$ cat src/rtl/zero_count_pipe_pkg.sv
// -----------------------------------------------------------------------------
// zero_count_pipe_pkg
// Shared floating-point helper constants used by the zero-count pipeline.
//   MODE_TRAILING : count zeros from bit 0 upward
//   MODE_LEADING  : count zeros from the MSB downward
// -----------------------------------------------------------------------------
package zero_count_pipe_pkg;

    localparam logic MODE_TRAILING = 1'b0;
    localparam logic MODE_LEADING  = 1'b1;

endpackage

$ cat src/rtl/zero_count_pipe_if.sv
// -----------------------------------------------------------------------------
// zero_count_pipe_if
// Input/output valid-ready streams of the zero-count pipeline.
//   in_valid/in_ready/in_data/in_mode     : operand stream (producer -> block)
//   out_valid/out_ready/out_count/
//   out_zero/out_data                     : result stream (block -> consumer)
// Modports: slave = the pipeline, master = the environment driving it.
// -----------------------------------------------------------------------------
interface zero_count_pipe_if #(
    parameter int Width      = 25,
    parameter int CountWidth = $clog2(Width + 1)
);
    logic                  in_valid;
    logic                  in_ready;
    logic [Width-1:0]      in_data;
    logic                  in_mode;
    logic                  out_valid;
    logic                  out_ready;
    logic [CountWidth-1:0] out_count;
    logic                  out_zero;
    logic [Width-1:0]      out_data;

    modport slave (
        input  in_valid, in_data, in_mode, out_ready,
        output in_ready, out_valid, out_count, out_zero, out_data
    );

    modport master (
        output in_valid, in_data, in_mode, out_ready,
        input  in_ready, out_valid, out_count, out_zero, out_data
    );
endinterface

$ cat src/rtl/zero_count_core.sv
// -----------------------------------------------------------------------------
// zero_count_core
// Combinational zero counter.
//   data  : operand
//   mode  : MODE_TRAILING or MODE_LEADING
//   count : number of zeros below the lowest (trailing) or above the highest
//           (leading) set bit; Width when the operand is all zeros
//   zero  : operand is all zeros
// The leading count reuses the trailing counter on the bit-reversed operand.
// -----------------------------------------------------------------------------
module zero_count_core
    import zero_count_pipe_pkg::*;
#(
    parameter int Width      = 25,
    parameter int CountWidth = $clog2(Width + 1)
) (
    input  logic [Width-1:0]      data,
    input  logic                  mode,
    output logic [CountWidth-1:0] count,
    output logic                  zero
);
    logic [Width-1:0] operand;

    always_comb begin
        // NOTE: every combinational output gets a default first so no path leaves it unassigned (no latch).
        operand = data;
        if (mode == MODE_LEADING) begin
            for (int i = 0; i < Width; i++) begin
                operand[i] = data[Width-1-i];
            end
        end
    end

    // Scan downward so the lowest set bit is the last one to win.
    always_comb begin
        count = CountWidth'(Width);
        for (int i = Width - 1; i >= 0; i--) begin
            if (operand[i]) begin
                count = CountWidth'(i);
            end
        end
    end

    assign zero = (data == '0);

endmodule

$ cat src/rtl/zero_count_pipe.sv
// -----------------------------------------------------------------------------
// zero_count_pipe
// Two-stage valid/ready pipeline that counts leading or trailing zeros of an
// operand and normalizes it by shifting those zeros out.
//   clk   : rising-edge clock
//   reset : synchronous active-high reset
//   bus   : operand and result streams (zero_count_pipe_if.slave)
// Stage 1 holds operand, mode, count and zero flag; stage 2 holds the shifted
// operand, count, zero flag and mode. in_ready depends only on state and
// out_ready, never on in_valid.
// -----------------------------------------------------------------------------
module zero_count_pipe
    import zero_count_pipe_pkg::*;
#(
    parameter int Width      = 25,
    parameter int CountWidth = $clog2(Width + 1)
) (
    input  logic               clk,
    input  logic               reset,
    zero_count_pipe_if.slave   bus
);
    logic                  s1_valid, s2_valid;
    logic                  s1_adv, s2_adv;
    logic [Width-1:0]      s1_data, s2_data;
    logic                  s1_mode, s2_mode;
    logic [CountWidth-1:0] s1_count, s2_count;
    logic                  s1_zero, s2_zero;
    logic [CountWidth-1:0] core_count;
    logic                  core_zero;
    logic [Width-1:0]      shifted;

    zero_count_core #(
        .Width      (Width),
        .CountWidth (CountWidth)
    ) u_core (
        .data  (bus.in_data),
        .mode  (bus.in_mode),
        .count (core_count),
        .zero  (core_zero)
    );

    // A stage moves when it is empty or its downstream is taking its contents.
    assign s2_adv       = !s2_valid || bus.out_ready;
    assign s1_adv       = !s1_valid || s2_adv;
    assign bus.in_ready = s1_adv;

    always_ff @(posedge clk) begin
        // NOTE: sequential state uses non-blocking assignments so every flop samples pre-edge values.
        if (reset) begin
            s1_valid <= 1'b0;
            s2_valid <= 1'b0;
        end else begin
            if (s1_adv) s1_valid <= bus.in_valid;
            if (s2_adv) s2_valid <= s1_valid;
        end
    end

    // An all-zero operand carries count == Width; force the result to zero
    // rather than relying on oversized-shift behaviour.
    always_comb begin
        shifted = '0;
        if (!s1_zero) begin
            if (s1_mode == MODE_TRAILING) shifted = s1_data >> s1_count;
            else                          shifted = s1_data << s1_count;
        end
    end

    always_ff @(posedge clk) begin
        // NOTE: payload is cleared on reset so the result port reads zero while idle after reset.
        if (reset) begin
            s1_data  <= '0;
            s1_mode  <= MODE_TRAILING;
            s1_count <= '0;
            s1_zero  <= 1'b0;
        end else if (s1_adv && bus.in_valid) begin
            s1_data  <= bus.in_data;
            s1_mode  <= bus.in_mode;
            s1_count <= core_count;
            s1_zero  <= core_zero;
        end
    end

    always_ff @(posedge clk) begin
        if (reset) begin
            s2_data  <= '0;
            s2_mode  <= MODE_TRAILING;
            s2_count <= '0;
            s2_zero  <= 1'b0;
        end else if (s2_adv && s1_valid) begin
            s2_data  <= shifted;
            s2_mode  <= s1_mode;
            s2_count <= s1_count;
            s2_zero  <= s1_zero;
        end
    end

    assign bus.out_valid = s2_valid;
    assign bus.out_count = s2_count;
    assign bus.out_zero  = s2_zero;
    assign bus.out_data  = s2_data;

    // A non-zero normalized result always has its set bit at the edge it was
    // shifted toward.
    a_normalized: assert property (@(posedge clk) disable iff (reset)
        (s2_valid && !s2_zero) |->
            ((s2_mode == MODE_LEADING) ? s2_data[Width-1] : s2_data[0]));

endmodule

$ cat src/flat_wrapper.sv
// flat-port wrapper written by rule: the top's interface ports become plain ports
module zero_count_pipe_flat import zero_count_pipe_pkg::*;
#(
    parameter int Width      = 25,
    parameter int CountWidth = $clog2(Width + 1)
)
  (clk, reset, bus_in_valid, bus_in_data, bus_in_mode, bus_out_ready, bus_in_ready, bus_out_valid, bus_out_count, bus_out_zero, bus_out_data);
  zero_count_pipe_if #(.Width(Width), .CountWidth(CountWidth)) bus_i ();
  input  logic clk;
  input  logic reset;
  input wire logic [$bits(bus_i.in_valid)-1:0] bus_in_valid;
  input wire logic [$bits(bus_i.in_data)-1:0] bus_in_data;
  input wire logic [$bits(bus_i.in_mode)-1:0] bus_in_mode;
  input wire logic [$bits(bus_i.out_ready)-1:0] bus_out_ready;
  output wire logic [$bits(bus_i.in_ready)-1:0] bus_in_ready;
  output wire logic [$bits(bus_i.out_valid)-1:0] bus_out_valid;
  output wire logic [$bits(bus_i.out_count)-1:0] bus_out_count;
  output wire logic [$bits(bus_i.out_zero)-1:0] bus_out_zero;
  output wire logic [$bits(bus_i.out_data)-1:0] bus_out_data;
  assign bus_i.in_valid = bus_in_valid;
  assign bus_i.in_data = bus_in_data;
  assign bus_i.in_mode = bus_in_mode;
  assign bus_i.out_ready = bus_out_ready;
  assign bus_in_ready = bus_i.in_ready;
  assign bus_out_valid = bus_i.out_valid;
  assign bus_out_count = bus_i.out_count;
  assign bus_out_zero = bus_i.out_zero;
  assign bus_out_data = bus_i.out_data;
  zero_count_pipe #(.Width(Width), .CountWidth(CountWidth)) u_core (.clk(clk), .reset(reset), .bus(bus_i));
endmodule
$ cat config.mk
export PLATFORM = sky130hd
export DESIGN_NAME = zero_count_pipe_flat
export DESIGN_NICKNAME = d
export VERILOG_FILES = /design/src/rtl/zero_count_pipe_pkg.sv /design/src/rtl/zero_count_pipe_if.sv /design/src/rtl/zero_count_core.sv /design/src/rtl/zero_count_pipe.sv /design/src/flat_wrapper.sv
export SDC_FILE = /design/constraint.sdc
export NUM_CORES = 1
export LEC_CHECK = 0
export CAP_MARGIN = 25
export CORE_MARGIN = 2
export CORE_UTILIZATION = 35
export DETAILED_ROUTE_END_ITERATION = 16
export PLACE_DENSITY = 0.65
export SETUP_SLACK_MARGIN = 0.05
export SLEW_MARGIN = 20
export SYNTH_ARGS = -nofsm -noshare
export SYNTH_HDL_FRONTEND = slang
export SYNTH_SLANG_ARGS = --single-unit
$ cat constraint.sdc
create_clock -name clk -period 2.6 [get_ports clk]
set_clock_uncertainty 0.05 [all_clocks]
set_input_delay 0.26 -clock clk [delete_from_list [all_inputs] [get_ports clk]]
set_output_delay 0.26 -clock clk [all_outputs]
set_load 0.03 [all_outputs]
==> impl_metrics.csv <==
group,metric,value,unit
global_routing,gr-total-overflow,0,
sta,setup_violations,0,
cells_and_area,area_growth,19.7,%
pwr,switching_share,30.8,%
routing,wirelength,20300,um
critical_path,worstSetupEndpointType,"register",
cells_and_area,drive_above_1_share,16.2,%
worst_hold_path,hold_class,"reg2reg",
clock_tree,cts_buffers,9,
pwr,seqPwrFrac,36.0,%
yosys,synthFlopType,"dfxtp_1",
flow_run,drv_cap,0,
routing,drt_first_pass_iters,5,
clock_tree,cts_tree,"built",
global_routing,grt_usage,22.4,%
floorplan,start_util,35.4,%
yosys,ys_ff_latch,65,
cells_and_area,layout_commonest_cell,"nand2_1",
global_routing,grt_antenna_before_repair,0,
clock_tree,cts_root_buf,"clkbuf_16",
clock_tree,ctsHtreeMaxLevel,3,
floorplan,std_cell_rows,48,
pwr,irDropWorstVdd,0.000297,V
clock_tree,clock_latency,0.34,ns
cells_and_area,antennaDiodeCount,0,
pwr,p_leak,2.46,nW
sta,rsz0062_at_grt,"no",
clock_tree,holdBufCountCts,0,
routing,vias_per_cell,6.24,
place,gp_congestion,0.952,
pwr,comb_power_share,24.3,%
routing,ant_nets,0,
cells_and_area,layout.nets,796,
yosys,syn_area_per_cell,8.25,um2
floorplan,io_pins,63,
clock_tree,cts.path.max_buffers,2,
pwr,p_int,2.18,mW
place,dp_hpwl,14700,um
cells_and_area,layout_common_cells,"nand2_1, dfxtp_1, clkdlybuf4s50_1",
clock_tree,cts.repair.resized,0,
yosys,postSynthCellCount,735,
place,io_buffers,62,
pwr,pwr-share-clk,39.6,%
routing,dr_total_vias,6212,
sta,max_freq,0.420,GHz
sta,timing.setup.tns,0,ns
yosys,syn-cell-area,6070,um2
global_routing,grt_max_degree,50,
sta,layout_setup_ws,0.219,ns
sta,hold_viol_final,0,
yosys,syn_nets,765,
critical_path,crit_fanout,35,
yosys,synth-edff-count,0,
pwr,p_per_area,434,nW/um2
floorplan,coreArea,17100,um2
routing,wl_per_cell,20.4,um
sta,slew-limit-headroom,52.5,%
critical_path,cp.arrival,2.62,ns
clock_tree,clk_pin_slew,0.06,ns
sta,worst_pin_slew,0.694,ns
sta,hold_slack,0.382,ns
run_status,status,"finished, final reports clean",
global_routing,grt_pass1_vias,5758,
yosys,async_reset_ff_share,0,%
yosys,synth-seq-area-share,21.4,%
floorplan,die_w,136,um
routing,remaining_drc_errors,0,
sta,drv_slew,0,
pwr,p_switching,0.970,mW
clock_tree,postCtsSetupRepairBufs,0,
critical_path,start_kind,"register",
critical_path,critical_path_class,"reg2reg",
global_routing,grt_first_pass_wirelength,32200,um
place,pre_cts_slack,0.123,ns
clock_tree,clock-sinks,65,
sta,finalCriticalPeriod,2.38,ns
routing,dr.first_iter.drc_count,640,
yosys,yosys_warnings,0,
critical_path,worst_ep_required_time,2.84,ns
floorplan,dieArea,18400,um2
yosys,netlist-cell-type-count,69,
floorplan,dieHeight,136,um
sta,fin_crit_sh,91.6,%
==> layer usage <==
| metal | global-route usage, % | vias up | routed length (um) |
|---|---|---|---|
| met5 | 0 | - | 0 |
| met4 | 10.3 | 0 | 730 |
| met3 | 4.60 | 55 | 2160 |
| met2 | 32.8 | 391 | 8860 |
| met1 | 31.5 | 2905 | 8540 |
| li1 | - | 2861 | - |
==> critical path: stages (launching register included) <==
cell and delay, ns:
dfxtp_2 0.60, buf_12 0.28, inv_1 0.22, o32ai_1 0.61
o21ai_0 0.17, a211oi_1 0.25, a221o_1 0.13
==> power by group through the flow <==
stage / clock network, mW / registers [mW] / logic [mW]
6_report: 1.25 / 1.14 / 0.767
5_1_grt: 1.31 / 1.14 / 0.822
4_1_cts: 1.27 / 1.13 / 0.753
3_5_place_dp: 0 / 1.15 / 0.751
3_3_place_gp: 0 / 1.15 / 0.749
2_1_floorplan: 0 / 1.11 / 0.520
==> cell usage after synthesis, drive strengths merged (16+ instances only) <==
cell,instances,area share (%)
inv,16,0.99
o21ai,21,1.7
nor2,58,3.6
nor3,18,1.5
buf,34,3.7
a21oi,59,4.9
mux4,46,17
clkbuf,52,3.2
nand2,101,6.2
nand3,18,1.5
a211oi,20,2.5
dfxtp,65,21
mux2i,46,7.6
==> final timing paths <==
kind	start	end	slack, ns	depth (start not counted)
worst max register to register	u_core.s1_count[0]	u_core.bus.out_data[18]	0.22	6
worst min-delay path	u_core.bus.out_data[17]	u_core.bus.out_data[17]	0.38	2
worst min register to register	u_core.bus.out_data[17]	u_core.bus.out_data[17]	0.38	2
worst max-delay path	u_core.s1_count[0]	u_core.bus.out_data[18]	0.22	6
==> layout make-up <==
class                           count  area [um2]
Inverter                           17        63.8
Timing Repair Buffer              106        1010
Sequential cell                    65        1310
Tap cell                          225         282
Clock inverter                      4        51.3
Clock buffer                       12         256
Fill cell                        1715        9860
Multi-Input combinational cell    567        4290
==> flip-flops by register name, summed over array words and instances (netlist names) <==
register,count
u_core.s1_valid,1
u_core.bus.out_zero,1
u_core.s1_count,5
u_core.s1_data,25
u_core.s1_zero,1
u_core.bus.out_valid,1
u_core.bus.out_count,5
u_core.bus.out_data,25
u_core.s1_mode,1
==> kinds of logic after synthesis <==
| logic type | after synthesis | share of synthesized area, % |
|---|---|---|
| and+or+nand+nor | 259 | 19.9 |
| AOI/OAI and AO/OA | 201 | 22.8 |
| muxes | 107 | 27.9 |
| buffers and inverters | 103 | 7.96 |
| DFF | 65 | 21.4 |
==> through the flow <==
step / power (mW) / std cells / area (um2) / util (%)
floorplan: 1.63 / 735 / 6070 / -
global placement: 1.90 / 980 / 6950 / 40.6
detailed placement: 1.90 / 980 / 6950 / 40.6
CTS: 3.16 / 996 / 7260 / 42.4
global route: 3.28 / 996 / 7260 / 42.4
finish: 3.15 / 996 / 7260 / 42.4
No activity file was read; power rests on OpenSTA's default activity.
